===== src/rtl/tbird_seq_ctrl.sv =====
// Thunderbird tail-light sequencer.
// Synchronizes three switch requests, optionally debounces them and steps a
// left/right/hazard lamp FSM on a prescaled tick. Lamp and mode outputs are
// registered alongside the state register, so they add no latency.
// Optional feature: define TBIRD_DEBOUNCE_EN to filter each synchronized switch
// through a DB_CYCLES-sample debouncer; otherwise the synchronizer output is used.
module tbird_seq_ctrl #(
    parameter int unsigned TICK_DIV  = 5,
    parameter int unsigned DB_CYCLES = 4
) (
    input  logic       CLK,
    input  logic       RST,
    input  logic       SW0,
    input  logic       SW1,
    input  logic       SW2,
    output logic [7:0] TLIGHT,
    output logic [1:0] MODE
);

    localparam logic [3:0] IDLE = 4'd0;
    localparam logic [3:0] L1   = 4'd1;
    localparam logic [3:0] L2   = 4'd2;
    localparam logic [3:0] L3   = 4'd3;
    localparam logic [3:0] R1   = 4'd4;
    localparam logic [3:0] R2   = 4'd5;
    localparam logic [3:0] R3   = 4'd6;
    localparam logic [3:0] HON  = 4'd7;
    localparam logic [3:0] HOFF = 4'd8;

    localparam logic [7:0] TICK_LAST = 8'(TICK_DIV - 1);

    logic [2:0] sync_1;
    logic [2:0] sync_2;
    logic [2:0] filt;
    logic [7:0] pre_cnt;
    logic       tick;
    logic       haz;
    logic [3:0] state;
    logic [3:0] state_d;
    logic [7:0] tlight_d;
    logic [1:0] mode_d;

    // Two-flop synchronizer for the asynchronous switch levels.
    always_ff @(posedge CLK or posedge RST) begin
        if (RST) begin
            sync_1 <= 3'b000;
            sync_2 <= 3'b000;
        end else begin
            sync_1 <= {SW2, SW1, SW0};
            sync_2 <= sync_1;
        end
    end

`ifdef TBIRD_DEBOUNCE_EN
    localparam logic [3:0] DB_LAST = 4'(DB_CYCLES - 1);

    logic [3:0] db_cnt [3];

    // Per-switch debouncer: count samples that disagree with the filtered value,
    // adopt the new value after DB_CYCLES in a row; agreement restarts the count.
    always_ff @(posedge CLK or posedge RST) begin
        if (RST) begin
            filt <= 3'b000;
            for (int i = 0; i < 3; i++) begin
                db_cnt[i] <= 4'd0;
            end
        end else begin
            for (int i = 0; i < 3; i++) begin
                if (sync_2[i] == filt[i]) begin
                    db_cnt[i] <= 4'd0;
                end else if (db_cnt[i] == DB_LAST) begin
                    filt[i]   <= sync_2[i];
                    db_cnt[i] <= 4'd0;
                end else begin
                    db_cnt[i] <= db_cnt[i] + 4'd1;
                end
            end
        end
    end
`else
    assign filt = sync_2;
`endif

    assign tick = (pre_cnt == TICK_LAST);
    // Both switches together count as a hazard request.
    assign haz  = filt[2] | (filt[0] & filt[1]);

    // Free-running prescaler, wraps at TICK_DIV-1.
    always_ff @(posedge CLK or posedge RST) begin
        if (RST) begin
            pre_cnt <= 8'd0;
        end else if (tick) begin
            pre_cnt <= 8'd0;
        end else begin
            pre_cnt <= pre_cnt + 8'd1;
        end
    end

    // Next-state logic; state only advances on tick.
    always_comb begin
        state_d = state;
        if (tick) begin
            case (state)
                IDLE: begin
                    if (haz)          state_d = HON;
                    else if (filt[0]) state_d = L1;
                    else if (filt[1]) state_d = R1;
                    else              state_d = IDLE;
                end
                L1:      state_d = haz ? HON : L2;
                L2:      state_d = haz ? HON : L3;
                L3:      state_d = haz ? HON : IDLE;
                R1:      state_d = haz ? HON : R2;
                R2:      state_d = haz ? HON : R3;
                R3:      state_d = haz ? HON : IDLE;
                HON:     state_d = haz ? HOFF : IDLE;
                HOFF:    state_d = haz ? HON : IDLE;
                default: state_d = IDLE;
            endcase
        end
    end

    // Output decode from next state so outputs register with the state.
    always_comb begin
        tlight_d = 8'h00;
        mode_d   = 2'b00;
        case (state_d)
            L1:   begin tlight_d = 8'h48; mode_d = 2'b01; end
            L2:   begin tlight_d = 8'h58; mode_d = 2'b01; end
            L3:   begin tlight_d = 8'h78; mode_d = 2'b01; end
            R1:   begin tlight_d = 8'h41; mode_d = 2'b10; end
            R2:   begin tlight_d = 8'h43; mode_d = 2'b10; end
            R3:   begin tlight_d = 8'h47; mode_d = 2'b10; end
            HON:  begin tlight_d = 8'hFF; mode_d = 2'b11; end
            HOFF: begin tlight_d = 8'hC0; mode_d = 2'b11; end
            default: begin tlight_d = 8'h00; mode_d = 2'b00; end
        endcase
    end

    // State and registered outputs.
    always_ff @(posedge CLK or posedge RST) begin
        if (RST) begin
            state  <= IDLE;
            TLIGHT <= 8'h00;
            MODE   <= 2'b00;
        end else begin
            state  <= state_d;
            TLIGHT <= tlight_d;
            MODE   <= mode_d;
        end
    end

endmodule

===== config.mk =====
export PLATFORM = sky130hd
export DESIGN_NAME = tbird_seq_ctrl
export DESIGN_NICKNAME = d
export VERILOG_FILES = /design/src/rtl/tbird_seq_ctrl.sv
export SDC_FILE = /design/constraint.sdc
export NUM_CORES = 1
export LEC_CHECK = 0
export ABC_AREA = 0
export CORE_MARGIN = 1.5
export CORE_UTILIZATION = 30
export CTS_BUF_LIST = sky130_fd_sc_hd__clkbuf_2 sky130_fd_sc_hd__clkbuf_4 sky130_fd_sc_hd__clkbuf_8
export CTS_CLUSTER_SIZE = 14
export DETAILED_ROUTE_END_ITERATION = 8
export PLACE_DENSITY = 0.51
export RECOVER_POWER = 25
export SLEW_MARGIN = 5
export SYNTH_ARGS = -nofsm -noshare
export SYNTH_HDL_FRONTEND = slang
export SYNTH_SLANG_ARGS = --single-unit

===== constraint.sdc =====
create_clock -name CLK -period 5.4 [get_ports CLK]
set_input_delay 1.08 -clock CLK [delete_from_list [all_inputs] [get_ports CLK]]
set_output_delay 1.08 -clock CLK [all_outputs]
set_load 0.01 [all_outputs]

==> flow_summary.json <==
{
  "critPathRequiredTime_ps": 5620,
  "utilization": 0.3812,
  "timing.fmax_ghz": 0.3696,
  "hold-worst-slack_ps": 353.2,
  "drt_iter0_drc": 26,
  "fin_area_um2": 1438,
  "ios": 15,
  "gp_congestion": 0.8158,
  "timing.final.crit_period_ps": 2706,
  "tightest_slew_ps": 1005,
  "overflow": 0,
  "nNetsFinal": 119,
  "root_buffer": "clkbuf_8",
  "clock-skew-final_ps": 4.661,
  "synthTopCellsByCount": "dfrtp_1 (28), inv_1 (9), a21oi_1 (7), xnor2_1 (7), nand3_1 (5)",
  "cts_buffer_depth": 2,
  "cts_sinks": 28,
  "diodes": 0,
  "outcome": "finished clean",
  "synth_seq_cells": 28,
  "ys_seq_area_frac": 0.5791,
  "p_seq_frac": 0.414,
  "drive_gt1_frac": 0.1171,
  "fin_tns_setup_ps": 0,
  "grt_antenna_before_repair": 0,
  "async_flop_share": 1.000,
  "cts_resized": 0,
  "hold_class": "flop to flop",
  "yosysTopAreaCell": "dfrtp_1",
  "synth_edf_count": 0,
  "yosysWarnings": 0,
  "switchingPower_uw": 247.5,
  "vias_per_cell": 4.623,
  "powerDensity_nw_per_um2": 506.0,
  "fin_crit_sh": 0.5010,
  "netlist_top_cells_area": "dfrtp_1 (58%), xnor2_1 (5.1%), a221oi_4 (4.3%)",
  "synth_flop_cell": "dfrtp_1",
  "worstSetupPathType": "flop to flop",
  "vias": 735,
  "peakVddDrop_v": 0.0001958,
  "grt_pass1_wl_mm": 3.519,
  "die_area_um2": 4423,
  "p_leak_uw": 0.0006422,
  "setup_viol": 0,
  "cts_buffers": 3,
  "coreArea_um2": 3771,
  "synth_cell_types": 34,
  "clock_latency_ps": 270,
  "hpwl_mm": 1.377,
  "clk_pin_slew_ps": 90,
  "syn_avg_cell_area_um2": 12.87,
  "maxSlewHeadroom": 0.3290,
  "drc": 0,
  "synth.most_common_cell": "dfrtp_1",
  "maxCapViolations": 0,
  "critPathArrivalTime_ps": 2930,
  "synth_nets": 101,
  "maxSlewViolCount": 0,
  "grt_max_degree": 29,
  "fp.dieH_um": 66.51,
  "grt_pass1_vias": 786,
  "ctsHoldBuffers": 0,
  "wl_per_cell_um": 11.99,
  "rsz0062_at_grt": "false",
  "cts_setup_buffers": 0,
  "pwr-share-comb": 0.410,
  "power.internal_uw": 479.9,
  "synthCells": 94,
  "crit_path_end_kind": "flop",
  "syn_area_um2": 1210,
  "swShare": 0.3403,
  "grt_usage": 0.1053,
  "num_rows": 22,
  "cp-start-kind": "flop",
  "drtAntennaViolNets": 0,
  "placedCellCount": 155,
  "synth_top_area_share": 0.5791,
  "layout.cells.non_filler": 159,
  "io_buffers": 14,
  "placed_area_um2": 1399,
  "clkPwrFrac": 0.176,
  "cts_tree": "done",
  "wl_mm": 1.907,
  "hold_viol": 0,
  "cts_max_level": 1,
  "initial_core_util": 0.3208,
  "synthToLayoutAreaGrowth_pct": 18.82,
  "die_x_um": 66.51,
  "drt-pass1-iter-count": 4,
  "worstPathMaxFanout": 10
}
[placed cells by master (no fill, tap or decap), drive strengths merged, types with 3 or more instances in the layout]
cell type      count
a21oi              7
clkbuf             4
clkdlybuf4s50     11
dfrtp             28
dlygate4sd3        3
inv               10
nand2              3
nand3              5
nor2               4
o21ai              3
xnor2              7
[cell families (layout without fill, tap and decap cells)]
logic type,Yosys count,count (layout),share of synthesized area
xor+xnor,7,7,0.05067
flops,28,28,0.5791
simple gates,24,24,0.1448
fa+ha+maj,4,4,0.03826
buf+inv,11,28,0.04033
compound gates,20,20,0.1469
[critical path: stages, from the launching register on]
cell and delay, ps:
dfrtp_1 420, inv_1 70, ha_1 130, nor4b_1 700, nand2_4 260, a211oi_2 600
nand4_2 230, a21bo_1 250
[state kept, by name, indices dropped and copies added (netlist names)]
signal	count
state	4
MODE	2
sync_1	3
pre_cnt	8
TLIGHT	8
filt	3
[path summary, 6_finish.rpt]
| check | startpoint | end | slack, ps | depth (start not counted) |
|---|---|---|---|---|
| max | pre_cnt[0] | TLIGHT[7] | 2690 | 7 |
| min reg2reg | sync_1[1] | filt[1] | 350 | 0 |
| min in group asynchronous | RST | MODE[1] | 1350 | 2 |
| max in group asynchronous | RST | filt[2] | 3440 | 2 |
| max reg2reg | pre_cnt[0] | TLIGHT[7] | 2690 | 7 |
| min | sync_1[1] | filt[1] | 350 | 0 |
[metal layers]
metal	track usage	routed length (um)	up-vias
li1	-	-	364
met1	0.1381	879	354
met2	0.1688	931	12
met3	0.02027	51	5
met4	0.04592	45	0
met5	0	0	-
[final cells by class]
| class | count | area, um^2 |
|---|---|---|
| Fill cell | 358 | 2333 |
| Sequential cell | 28 | 700.7 |
| Inverter | 10 | 37.54 |
| Tap cell | 48 | 60.06 |
| Multi-Input combinational cell | 55 | 444.2 |
| Clock buffer | 4 | 55.05 |
| Timing Repair Buffer | 14 | 140.1 |
[power groups by stage]
stage	registers (uW)	clock network, uW	logic, uW
6_report	301	128	299
5_1_grt	311	147	330
4_1_cts	302	134	305
3_5_place_dp	306	0	303
3_3_place_gp	305	0	304
2_1_floorplan	313	0	194
[through the flow]
| stage | power, uW | setup slack (ps) |
|---|---|---|
| final | 727.4 | 2694 |
| after global routing | 787.7 | 2393 |
| after CTS | 741.6 | 3139 |
| after detailed placement | 608.7 | 3019 |
| after global placement | 609.1 | 3073 |
| after floorplan | 507.3 | 3449 |
No activity file was read; power rests on OpenSTA's default activity.
